File: config.mk
export PLATFORM = sky130hd
export DESIGN_NAME = memcmp_engine_flat
export DESIGN_NICKNAME = d
export VERILOG_FILES = /design/src/rtl/libc_hdl_pkg.sv /design/src/rtl/memcmp_engine_if.sv /design/src/rtl/memcmp_addr_gen.sv /design/src/rtl/memcmp_engine.sv /design/src/flat_wrapper.sv
export SDC_FILE = /design/constraint.sdc
export NUM_CORES = 1
export LEC_CHECK = 0
export CAP_MARGIN = 10
export CELL_PAD_IN_SITES_DETAIL_PLACEMENT = 0
export CELL_PAD_IN_SITES_GLOBAL_PLACEMENT = 1
export CORE_ASPECT_RATIO = 0.9
export CORE_MARGIN = 8
export CORE_UTILIZATION = 39
export DETAILED_ROUTE_END_ITERATION = 7
export PLACE_DENSITY = 0.89
export SETUP_SLACK_MARGIN = 0.4
export SLEW_MARGIN = 0
export SYNTH_ARGS = -nofsm -noshare
export SYNTH_HDL_FRONTEND = slang
export SYNTH_SLANG_ARGS = --single-unit
File: constraint.sdc
create_clock -name clk -period 3.8 [get_ports clk]
set_input_delay 0.57 -clock clk [delete_from_list [all_inputs] [get_ports clk]]
set_output_delay 0.57 -clock clk [all_outputs]
set_load 0.01 [all_outputs]
File: src/rtl/libc_hdl_pkg.sv
// Types and defaults shared by the libc_hdl memory engines (memcpy/memcmp).
package libc_hdl_pkg;
  localparam int ADDR_WITH = 8;
  localparam int DATA_WITH = 8;

  typedef enum logic [2:0] {IDLE, RD_A, RD_B, CMP, FIN} state_e;

  typedef logic signed [DATA_WITH:0] diff_t;
endpackage

File: src/rtl/memcmp_engine_if.sv
// Request/response and RAM read-port bundle of the memcmp engine.
interface memcmp_engine_if #(
  parameter int DATA_WITH = 8,
  parameter int ADDR_WITH = 8,
  parameter int NUM_WITH  = 8
) ();
  logic                        start;
  logic [ADDR_WITH-1:0]        s1;
  logic [ADDR_WITH-1:0]        s2;
  logic [NUM_WITH-1:0]         num;
  logic                        busy;
  logic                        done;
  logic signed [DATA_WITH:0]   diff;
  logic [NUM_WITH-1:0]         mis_idx;
  logic [ADDR_WITH-1:0]        mem_addr;
  logic                        mem_oe;
  logic                        mem_we;
  logic [DATA_WITH-1:0]        mem_rd_q;

  modport slave (
    input  start, s1, s2, num, mem_rd_q,
    output busy, done, diff, mis_idx, mem_addr, mem_oe, mem_we
  );

  modport master (
    output start, s1, s2, num, mem_rd_q,
    input  busy, done, diff, mis_idx, mem_addr, mem_oe, mem_we
  );
endinterface

File: src/rtl/memcmp_addr_gen.sv
// Index counter, region base registers and A/B address mux for memcmp.
module memcmp_addr_gen #(
  parameter int ADDR_WITH = 8,
  parameter int NUM_WITH  = 8
) (
  input  logic                 clk,
  input  logic                 rst,
  input  logic                 i_load,
  input  logic                 i_inc,
  input  logic                 i_sel_b,
  input  logic [ADDR_WITH-1:0] i_s1,
  input  logic [ADDR_WITH-1:0] i_s2,
  input  logic [NUM_WITH-1:0]  i_num,
  output logic [ADDR_WITH-1:0] o_addr,
  output logic [NUM_WITH-1:0]  o_idx,
  output logic [NUM_WITH-1:0]  o_num,
  output logic                 o_last
);
  logic [ADDR_WITH-1:0] r_base_a;
  logic [ADDR_WITH-1:0] r_base_b;
  logic [NUM_WITH-1:0]  r_num;
  logic [NUM_WITH-1:0]  r_idx;
  logic [NUM_WITH-1:0]  w_idx_nxt;

  always_ff @(posedge clk) begin
    if (rst) begin
      r_base_a <= '0;
      r_base_b <= '0;
      r_num    <= '0;
      r_idx    <= '0;
    end else if (i_load) begin
      r_base_a <= i_s1;
      r_base_b <= i_s2;
      r_num    <= i_num;
      r_idx    <= '0;
    end else if (i_inc) begin
      r_idx    <= w_idx_nxt;
    end
  end

  assign w_idx_nxt = r_idx + NUM_WITH'(1);
  assign o_last    = (w_idx_nxt == r_num);
  // Addition wraps naturally at ADDR_WITH bits.
  assign o_addr    = (i_sel_b ? r_base_b : r_base_a) + ADDR_WITH'(r_idx);
  assign o_idx     = r_idx;
  assign o_num     = r_num;
endmodule

File: src/rtl/memcmp_engine.sv
// Hardware memcmp: reads A[i], B[i] alternately and stops at the first differing byte.
module memcmp_engine #(
  parameter int DATA_WITH = libc_hdl_pkg::DATA_WITH,
  parameter int ADDR_WITH = libc_hdl_pkg::ADDR_WITH,
  parameter int NUM_WITH  = 8
) (
  input  logic            clk,
  input  logic            rst,
  memcmp_engine_if.slave  bus
);
  import libc_hdl_pkg::*;

  state_e                    r_state;
  logic                      r_busy;
  logic                      r_done;
  logic                      r_oe;
  logic [DATA_WITH-1:0]      r_byte_a;
  logic signed [DATA_WITH:0] r_diff;
  logic [NUM_WITH-1:0]       r_mis_idx;

  logic                      w_accept;
  logic                      w_mismatch;
  logic                      w_last;
  logic                      w_inc;
  logic [ADDR_WITH-1:0]      w_addr;
  logic [NUM_WITH-1:0]       w_idx;
  logic [NUM_WITH-1:0]       w_num;

  function automatic logic signed [DATA_WITH:0] byte_diff(
    input logic [DATA_WITH-1:0] a,
    input logic [DATA_WITH-1:0] b
  );
    return $signed({1'b0, a}) - $signed({1'b0, b});
  endfunction

  assign w_accept   = (r_state == IDLE) && bus.start;
  assign w_mismatch = (r_byte_a != bus.mem_rd_q);
  assign w_inc      = (r_state == CMP) && !w_mismatch && !w_last;

  memcmp_addr_gen #(
    .ADDR_WITH (ADDR_WITH),
    .NUM_WITH  (NUM_WITH)
  ) u_addr_gen (
    .clk     (clk),
    .rst     (rst),
    .i_load  (w_accept),
    .i_inc   (w_inc),
    .i_sel_b (r_state == RD_B),
    .i_s1    (bus.s1),
    .i_s2    (bus.s2),
    .i_num   (bus.num),
    .o_addr  (w_addr),
    .o_idx   (w_idx),
    .o_num   (w_num),
    .o_last  (w_last)
  );

  always_ff @(posedge clk) begin
    if (rst) begin
      r_state   <= IDLE;
      r_busy    <= 1'b0;
      r_done    <= 1'b0;
      r_oe      <= 1'b0;
      r_diff    <= '0;
      r_mis_idx <= '0;
    end else begin
      unique case (r_state)
        IDLE: begin
          r_done <= 1'b0;
          if (bus.start) begin
            r_diff    <= '0;
            r_mis_idx <= '0;
            if (bus.num == '0) begin
              r_state <= FIN;
              r_done  <= 1'b1;
            end else begin
              r_state <= RD_A;
              r_busy  <= 1'b1;
              r_oe    <= 1'b1;
            end
          end
        end
        RD_A: r_state <= RD_B;
        RD_B: begin
          r_state <= CMP;
          r_oe    <= 1'b0;
        end
        // B[i] arrives on the read port during CMP; A[i] was latched in RD_B.
        CMP: begin
          if (w_mismatch) begin
            r_diff    <= byte_diff(r_byte_a, bus.mem_rd_q);
            r_mis_idx <= w_idx;
            r_state   <= FIN;
            r_busy    <= 1'b0;
            r_done    <= 1'b1;
          end else if (w_last) begin
            r_diff    <= '0;
            r_mis_idx <= w_num;
            r_state   <= FIN;
            r_busy    <= 1'b0;
            r_done    <= 1'b1;
          end else begin
            r_state <= RD_A;
            r_oe    <= 1'b1;
          end
        end
        FIN: begin
          r_done  <= 1'b0;
          r_state <= IDLE;
        end
        default: r_state <= IDLE;
      endcase
    end
  end

  always_ff @(posedge clk) begin
    if (r_state == RD_B) r_byte_a <= bus.mem_rd_q;
  end

  assign bus.busy     = r_busy;
  assign bus.done     = r_done;
  assign bus.diff     = r_diff;
  assign bus.mis_idx  = r_mis_idx;
  assign bus.mem_addr = w_addr;
  assign bus.mem_oe   = r_oe;
  assign bus.mem_we   = 1'b0;
endmodule

File: src/flat_wrapper.sv
// flat-port wrapper written by rule: the top's interface ports become plain ports
module memcmp_engine_flat import libc_hdl_pkg::*;
#(
  parameter int DATA_WITH = libc_hdl_pkg::DATA_WITH,
  parameter int ADDR_WITH = libc_hdl_pkg::ADDR_WITH,
  parameter int NUM_WITH  = 8
)
  (clk, rst, bus_start, bus_s1, bus_s2, bus_num, bus_mem_rd_q, bus_busy, bus_done, bus_diff, bus_mis_idx, bus_mem_addr, bus_mem_oe, bus_mem_we);
  memcmp_engine_if #(.DATA_WITH(DATA_WITH), .ADDR_WITH(ADDR_WITH), .NUM_WITH(NUM_WITH)) bus_i ();
  input  logic clk;
  input  logic rst;
  input wire logic [$bits(bus_i.start)-1:0] bus_start;
  input wire logic [$bits(bus_i.s1)-1:0] bus_s1;
  input wire logic [$bits(bus_i.s2)-1:0] bus_s2;
  input wire logic [$bits(bus_i.num)-1:0] bus_num;
  input wire logic [$bits(bus_i.mem_rd_q)-1:0] bus_mem_rd_q;
  output wire logic [$bits(bus_i.busy)-1:0] bus_busy;
  output wire logic [$bits(bus_i.done)-1:0] bus_done;
  output wire logic [$bits(bus_i.diff)-1:0] bus_diff;
  output wire logic [$bits(bus_i.mis_idx)-1:0] bus_mis_idx;
  output wire logic [$bits(bus_i.mem_addr)-1:0] bus_mem_addr;
  output wire logic [$bits(bus_i.mem_oe)-1:0] bus_mem_oe;
  output wire logic [$bits(bus_i.mem_we)-1:0] bus_mem_we;
  assign bus_i.start = bus_start;
  assign bus_i.s1 = bus_s1;
  assign bus_i.s2 = bus_s2;
  assign bus_i.num = bus_num;
  assign bus_i.mem_rd_q = bus_mem_rd_q;
  assign bus_busy = bus_i.busy;
  assign bus_done = bus_i.done;
  assign bus_diff = bus_i.diff;
  assign bus_mis_idx = bus_i.mis_idx;
  assign bus_mem_addr = bus_i.mem_addr;
  assign bus_mem_oe = bus_i.mem_oe;
  assign bus_mem_we = bus_i.mem_we;
  memcmp_engine #(.DATA_WITH(DATA_WITH), .ADDR_WITH(ADDR_WITH), .NUM_WITH(NUM_WITH)) u_core (.clk(clk), .rst(rst), .bus(bus_i));
endmodule
# Word level (Yosys, flattened, before mapping)
# Cells that the tools add are included.
[op_classes]
n_addsub = 3
eq_ne = 11
mux = 27
n_reduce_logical = 15
[op_table]
columns = ["cell", "count"]
rows = [
  ["8-bit 2-to-1 mux", 4],
  ["9-bit 2-to-1 mux", 3],
  ["9-bit one-hot mux with 2 select lines", 1],
  ["8-bit one-hot mux with 2 select lines", 1],
  ["3-bit 2-to-1 mux", 4],
  ["3-bit one-hot mux with 4 select lines", 1],
  ["1-bit 2-to-1 mux", 10],
  ["8-bit by 8-bit subtractor with 9-bit output", 1],
  ["8-bit by 1-bit adder with 8-bit output, second input constant", 1],
  ["8-bit adder", 1],
  ["8-bit equality test", 1],
  ["8-bit zero test", 1],
  ["2-bit != test, second input constant", 4],
  ["8-bit != test", 1],
  ["3-bit by 2-bit equality test with 1-bit output, second input constant", 2],
  ["1-bit one-hot mux with 3 select lines", 2],
  ["3-bit nonzero test", 2],
  ["5-bit AND reduction", 1],
  ["4-bit AND reduction", 1],
  ["3-bit by 1-bit equality test with 1-bit output, second input constant", 1],
  ["3-bit equality test, second input constant", 1],
  ["1-bit logical AND", 3],
  ["3-bit zero test", 1],
  ["3-bit by 1-bit != test with 1-bit output, second input constant", 1],
  ["6 further kinds", 7],
]
[totals]
register_bits = 63
in_bits = 35
output_inout_bits = 29
elab_cells = 67

# Logic depth before layout (Yosys ltp)
# Gate-level depths: netlist (run 1).
[logic_depth]
word_depth = 5
depth_mapped = 11
ltp_nobuf = 9

# By module
# A second synthesis (run 1) with hierarchy kept.
[unflattened]
hier_cells = 341
hier_area_um2 = 3443.3
[by_module_without_submodules]
columns = ["mod", "n_inst", "cells_per_inst", "area_per_inst_um2", "seq_area_each_um2"]
rows = [
  ["memcmp_addr_gen", 1, 194, 1793.0, 640.6],
  ["memcmp_engine", 1, 147, 1650.3, 700.7],
]

# Worst setup path before layout (run 1)
# Ideal clock, no wire load.
[synth_path]
path_kind = "register to output"
startpoint = "register u_core.r_state[0]"
endpoint = "output port bus_mem_addr[7]"
t_arrival_ns = 3.077
required_ns = 3.230
slack_ns = 0.153
path_stages_with_launch = 12
path_buffers = 2
cell_sequence = "dfxtp_1 -> clkbuf_1 -> nor3b_1 -> clkbuf_1 -> mux2_2 -> ha_1 -> a21o_1 -> a21oi_1 -> nor2b_1 -> o21a_1 -> o41a_1 -> xnor2_1"
[synth_via]
elab_chain_cells = 3
[synth_rtl]
columns = ["element", "line_no", "source"]
rows = [
  ["start, declared", "memcmp_engine.sv:13", "state_e r_state;"],
  ["start signal, assigned", "memcmp_engine.sv:60", "r_state <= IDLE;"],
  ["start signal, assigned", "memcmp_engine.sv:74", "r_state <= FIN;"],
  ["start signal, assigned", "memcmp_engine.sv:77", "r_state <= RD_A;"],
  ["3-bit by 2-bit equality test with 1-bit output", "memcmp_engine.sv:48", ".i_sel_b (r_state == RD_B),"],
  ["8-bit 2-to-1 mux", "memcmp_addr_gen.sv:44", "assign o_addr = (i_sel_b ? r_base_b : r_base_a) + ADDR_WITH'(r_idx);"],
  ["8-bit adder", "memcmp_addr_gen.sv:44", ""],
  ["end, declared", "flat_wrapper.sv:21", "output wire logic [$bits(bus_i.mem_addr)-1:0] bus_mem_addr;"],
]
# No other way between the ends.

# Worst setup path in the final report (run 1)
# Same ends and word-level chain as after synthesis.

==> impl_metrics.ini, run 1 <==
[yosys]
synth-compound-area-share_pct = 18.4
synthAdderAreaFrac_pct = 6.47
syn_nets = 510
seq_area_frac_synth_pct = 36.1
synth_xor_area_share_pct = 4.21
synth_area_leaders = dfxtp_1 30%, nand2_1 9.4%, a21oi_1 6.5%
muxShareOfSynthArea_pct = 3.81
synthCells = 457
synthTopCellsByCount = 93 x nand2_1, 55 x dfxtp_1, 48 x a21oi_1, 22 x nor2_1, 21 x clkbuf_1
synthFlopType = dfxtp_1
synth_top_cell_area_share_pct = 29.6
synth_area_per_cell_sq_um = 8.13
async_flop_share_pct = 0
ys_types = 59
ys_ff_latch = 63
synthSimpleGateAreaFrac_pct = 25.0
synth_area_leader_cell = dfxtp_1
yosys_warnings = 0
synth_most_common_cell = nand2_1
synth_top_family_by_area = simple AND/OR/NAND/NOR gates
synth_edf_count = 8
syn-cell-area_sq_um = 3710

[power_and_ir_drop]
leakage_nw = 1.79
ir_drop_v = 0.000192
power.density_nw_per_um2 = 487
power_mw = 2.31

[grt]
grt_start_max_net_pins = 34
grt_pass1_vias = 3234
grt_antenna_before_repair = 0
grt_usage_pct = 16.2
grt_pass1_wl_um = 16800
overflow = 0

[clocking]
clk_pin_slew_ns = 0.08
cts_max_level = 3
cts_made_buffers = 9
clock_sinks = 63
cts_tree = done
insertion_delay_ns = 0.35
cts_buffer_depth = 2
root_buffer = clkbuf_8
cts_hold_buf = 0

[timing]
setup_viol = 0
finalHoldViolCount = 0
setup_tns_ns = 0
max-slew-margin-rel_pct = 48.5
fin_crit_ns = 3.40
worstMarginPinSlew_ns = 0.771
post-route-period-util_pct = 89.4
slew_viol_final = 0
rsz0062_at_grt = yes
fin_ws_ns = 0.404
max_freq_mhz = 294
clock_skew_ns = 0.0140

[layout]
n_antenna_cell = 0
drive_gt1_share_pct = 12.5
num-fill-cells = 884
fin_nets = 570
area_growth_pct = 27.5

[floorplanning]
ios = 64
die_y_um = 109
core_sq_um = 9210
fp.dieW_um = 119
die_area_sq_um = 12900
placement_rows = 33
initial_core_util_pct = 40.3

[detailed_routing]
drt-initial-drc-count = 288
vias = 3502
routed_wl_um = 10400
drc = 0
dr.pass1.iters = 5
ant_nets = 0
wl_per_cell_um = 16.2
via_per_inst = 5.44

[setup_path]
arrival_ns = 2.83
cp-end-kind = output pin
path_max_fanout = 4
path_cells = nor3b_4 -> buf_4 -> mux2_4 -> ha_4 -> a21o_1 -> a21oi_2 -> nor2b_1 -> o21a_1 -> o41a_1 -> xnor2_1 -> buf_2
required_ns = 3.23
crit_path_start_kind = register
critical_path_class = reg2out
cp_slowest_stage_delay_ns = 0.34
cp_slowest_cell = dfxtp_2

[placement]
dp_hpwl_um = 7720
gp_congestion = 0.838
dp_slack_ns = 0.155
portBuffers = 62

[worst_hold_path]
hold_class = reg2reg

[run_status]
outcome = finished, final reports clean

[job]
drv_cap = 0
## through the flow
stage | utilization, % | cells | instance area [sq um] | hold WS (ns)
5_1_grt | 51.4 | 644 | 4740 | 0.484
3_3_place_gp | 48.0 | 621 | 4420 | 0.441
6_report | 51.4 | 644 | 4740 | 0.460
2_1_floorplan | - | 457 | 3720 | 0.433
4_1_cts | 51.1 | 643 | 4710 | 0.461
3_5_place_dp | 48.0 | 621 | 4420 | 0.448
## worst max-delay path, delay by kind of cell (launching register included)
family | cells | cell delay [ns]
DFF | 1 | 0.34
AOI/OAI and AO/OA | 4 | 0.84
adders and majority gates | 1 | 0.21
muxes | 1 | 0.31
buffers and inverters | 2 | 0.31
xor gates and xnor gates | 1 | 0.15
and+or+nand+nor | 2 | 0.33
## final timing paths
check / to / start / depth (start not counted) / slack [ns]
max reg2reg: u_core.bus.mis_idx[0]$_SDFFE_PP0P_ / u_core.u_addr_gen.o_idx[1]$_SDFFE_PP0P_ / 8 / 0.65
min reg2reg: u_core.u_addr_gen.r_base_a[4]$_SDFFE_PP0P_ / u_core.u_addr_gen.r_base_a[4]$_SDFFE_PP0P_ / 2 / 0.46
min: u_core.u_addr_gen.r_base_a[4]$_SDFFE_PP0P_ / u_core.u_addr_gen.r_base_a[4]$_SDFFE_PP0P_ / 2 / 0.46
max: bus_mem_addr[7] / u_core.r_state[0]$_SDFFE_PP0P_ / 11 / 0.40
## layout make-up
class / count / area, sq um / area share (%)
multi-input combinational: 349 / 2220 / 47.0
tap: 122 / 153 / 3.22
timing repair buffer: 80 / 738 / 15.6
clock inverter: 6 / 93.8 / 1.98
inverter: 14 / 52.6 / 1.11
clock buffer: 10 / 128 / 2.69
sequential: 63 / 1350 / 28.4
## kinds of logic after synthesis
kind of cell / count (synthesis)
AND/OR/NAND/NOR: 193
AO/OA/AOI/OAI: 107
flip-flops: 63
buffers and inverters: 45
adder cells (fa/ha/maj): 18
XOR/XNOR: 17
multiplexers: 13
other: 1
## flip-flops by register name, indices dropped and copies added (netlist names)
name,count
u_core.u_addr_gen.o_idx,8
u_core.u_addr_gen.r_base_b,8
u_core.r_byte_a,8
u_core.bus.busy,1
u_core.bus.mis_idx,8
u_core.bus.done,1
u_core.r_state,3
u_core.u_addr_gen.o_num,8
u_core.bus.diff,9
u_core.u_addr_gen.r_base_a,8
u_core.bus.mem_oe,1
## where the power goes
group          switching, mW  leakage, nW  internal, mW
logic                  0.449         1.16         0.361
clock network          0.283        0.107         0.374
registers             0.0660        0.522         0.774
total                  0.797         1.79          1.51
## cells in the final DEF (no fill, tap or decap), types with 8 or more instances in the layout
cell type / instances
inv_1: 14
mux2_2: 8
clkbuf_8: 9
nand3b_1: 8
buf_4: 17
a21oi_1: 46
nand3_1: 18
nand2_1: 93
nor2_1: 21
edfxtp_1: 8
ha_1: 13
clkdlybuf4s50_1: 57
nor3_1: 13
a311o_1: 8
xnor2_1: 10
o21ai_0: 10
dfxtp_1: 52
## layer usage
| metal | vias up | share of wire (%) | wire length [um] | GRT usage, % |
|---|---|---|---|---|
| li1 | 1746 | - | - | - |
| met1 | 1617 | 49 | 5150 | 23.0 |
| met2 | 131 | 43 | 4480 | 23.2 |
| met3 | 8 | 6.9 | 715 | 4.32 |
| met4 | 0 | 0.81 | 85 | 4.87 |
| met5 | - | 0 | 0 | 0 |
## what timing repair did
| action | in CTS | in global routing |
|---|---|---|
| setup buffers | 6 | 1 |
| cloned | 0 | 0 |
| endpoints found under the setup margin | 5 | 4 |
| pin swaps | 3 | 8 |
| gates resized for setup | 20 | 11 |
No activity file was read; power rests on OpenSTA's default activity.
==> run 2: changes to the inputs <==
--- a/config.mk
+++ b/config.mk
@@ -6,11 +6,9 @@
 export NUM_CORES = 1
 export LEC_CHECK = 0
 export CAP_MARGIN = 10
-export CELL_PAD_IN_SITES_DETAIL_PLACEMENT = 0
-export CELL_PAD_IN_SITES_GLOBAL_PLACEMENT = 1
 export CORE_ASPECT_RATIO = 0.9
 export CORE_MARGIN = 8
-export CORE_UTILIZATION = 39
+export CORE_UTILIZATION = 53
 export DETAILED_ROUTE_END_ITERATION = 7
 export PLACE_DENSITY = 0.89
 export SETUP_SLACK_MARGIN = 0.4
==> run 2 against run 1 <==
Compared with the run above: sequential share of layout area rose by 0.51 points; die area fell by 23%; global-route usage grew 5.7 points; critical endpoint unchanged; worst hold slack improved by 0.00082 ns; sequential power barely moved; final area shrank 2.0%; count of clock-buffer cells in the layout down 1; routed wire length up 1.2%.
==> impl_metrics.ini, run 2 (same netlist as run 1, synthesis figures left out) <==
[floorplanning]
fp.dieW_um = 104
die_area_sq_um = 9950
die_y_um = 95.4
placement_rows = 29
initial_core_util_pct = 53.6
ios = 64
core_sq_um = 6930

[clocking]
cts_tree = done
cts_made_buffers = 9
cts_max_level = 3
root_buffer = clkbuf_8
clock_sinks = 63
cts_buffer_depth = 2
clk_pin_slew_ns = 0.08
insertion_delay_ns = 0.36
cts_hold_buf = 0

[setup_path]
cp_slowest_stage_delay_ns = 0.38
path_max_fanout = 7
path_cells = nor3b_4 -> buf_6 -> mux2_4 -> ha_1 -> a21o_1 -> a21oi_2 -> nor2b_1 -> o21a_1 -> o41a_1 -> xnor2_1 -> buf_2
cp_slowest_cell = dfxtp_4
critical_path_class = reg2out
required_ns = 3.23
arrival_ns = 2.84
cp_num_buf_inv = 2
crit_path_start_kind = register
crit_family = compound AO/OA/AOI/OAI gates
cp-end-kind = output pin

[power_and_ir_drop]
power.density_nw_per_um2 = 488
leakage_nw = 1.78
ir_drop_v = 0.000299
power_mw = 2.26

[timing]
slew_viol_final = 0
fin_crit_ns = 3.41
max_freq_mhz = 293
finalHoldViolCount = 0
rsz0062_at_grt = yes
setup_tns_ns = 0
worstMarginPinSlew_ns = 0.875
post-route-period-util_pct = 89.8
clock_skew_ns = 0.0103
setup_viol = 0
max-slew-margin-rel_pct = 41.5

[run_status]
outcome = finished, final reports clean

[worst_hold_path]
hold_class = reg2reg

[layout]
fin_util_pct = 67.0
final_common_cell = nand2_1
largest_reg_flops = 9
n_antenna_cell = 0
fin_nets = 568
area_growth_pct = 25.0
drive_gt1_share_pct = 11.2
mostFrequentLayoutCells = 93 x nand2_1, 57 x clkdlybuf4s50_1, 54 x dfxtp_1

[grt]
overflow = 0
grt_antenna_before_repair = 0
grt_start_max_net_pins = 30
grt_pass1_wl_um = 17700
grt_usage_pct = 21.8
grt_pass1_vias = 3626

[detailed_routing]
drt-initial-drc-count = 353
routed_wl_um = 10600
drc = 0
vias = 3708
wl_per_cell_um = 17.2
dr.pass1.iters = 5
via_per_inst = 6.05
ant_nets = 0

[job]
drv_cap = 0

[placement]
dp_hpwl_um = 7640
gp_congestion = 0.915
portBuffers = 62
run 2: cell types whose count changed in the layout (fill, tap and decap cells not counted), sizes merged:
cell / before / now
buf: 21 / 19
bufinv: 2 / 1
clkbuf: 11 / 10
clkinv: 2 / 1
clkinvlp: 1 / 2
dlygate4sd2: 1 / 0
dlymetal6s2s: 0 / 1
inv: 15 / 17
run 2: final timing paths:
path | start | end | slack (ns) | cells past startpoint
worst min register to register | u_core.u_addr_gen.r_base_b[7]$_SDFFE_PP0P_ | u_core.u_addr_gen.r_base_b[7]$_SDFFE_PP0P_ | 0.46 | 2
worst max register to register | u_core.u_addr_gen.o_idx[0]$_SDFFE_PP0P_ | u_core.bus.busy$_SDFFE_PP0P_ | 0.86 | 8
worst max-delay path | u_core.r_state[2]$_SDFFE_PP0P_ | bus_mem_addr[7] | 0.39 | 11
worst min-delay path | u_core.u_addr_gen.r_base_b[7]$_SDFFE_PP0P_ | u_core.u_addr_gen.r_base_b[7]$_SDFFE_PP0P_ | 0.46 | 2
run 2: final cells by class:
cell class,count,area [sq um]
Clock buffer,9,124
Clock inverter,7,80.1
Fill cell,561,2290
Inverter,14,52.6
Multi-Input combinational cell,349,2200
Sequential cell,63,1350
Tap cell,93,116
Timing Repair Buffer,78,727
run 2: worst min-delay path, stage by stage (launching register included):
cell and delay, ns:
dfxtp_1 0.31, nand2_1 0.05, a21oi_1 0.05
run 2: metal layers:
layer	vias up	wire length [um]	GRT usage, %	part of all wire, %
li1	1743	-	-	-
met1	1742	4340	26.9	41
met2	198	4940	35.4	47
met3	25	1070	7.50	10
met4	0	216	7.22	2.0
met5	-	0	0	0
run 2: power breakdown:
group | total, mW | switching [mW] | internal (mW)
clock | 0.615 | 0.304 | 0.310
sequential | 0.839 | 0.0671 | 0.772
combinational | 0.810 | 0.457 | 0.354
total | 2.26 | 0.828 | 1.44
run 2: repair_timing:
item / CTS / global route
pin swaps: 2 / 6
setup endpoints to repair: 5 / 5
resized for setup: 16 / 10
buffers inserted: 1 / 3
run 2: stage by stage:
step	hold WS [ns]	cells	setup slack, ns	instance area, sq um
6_report	0.461	613	0.389	4640
5_1_grt	0.476	613	0.276	4640
3_5_place_dp	0.451	593	0.166	4390
3_3_place_gp	0.444	593	0.241	4390
4_1_cts	0.461	610	0.260	4600
2_1_floorplan	0.433	457	0.459	3720
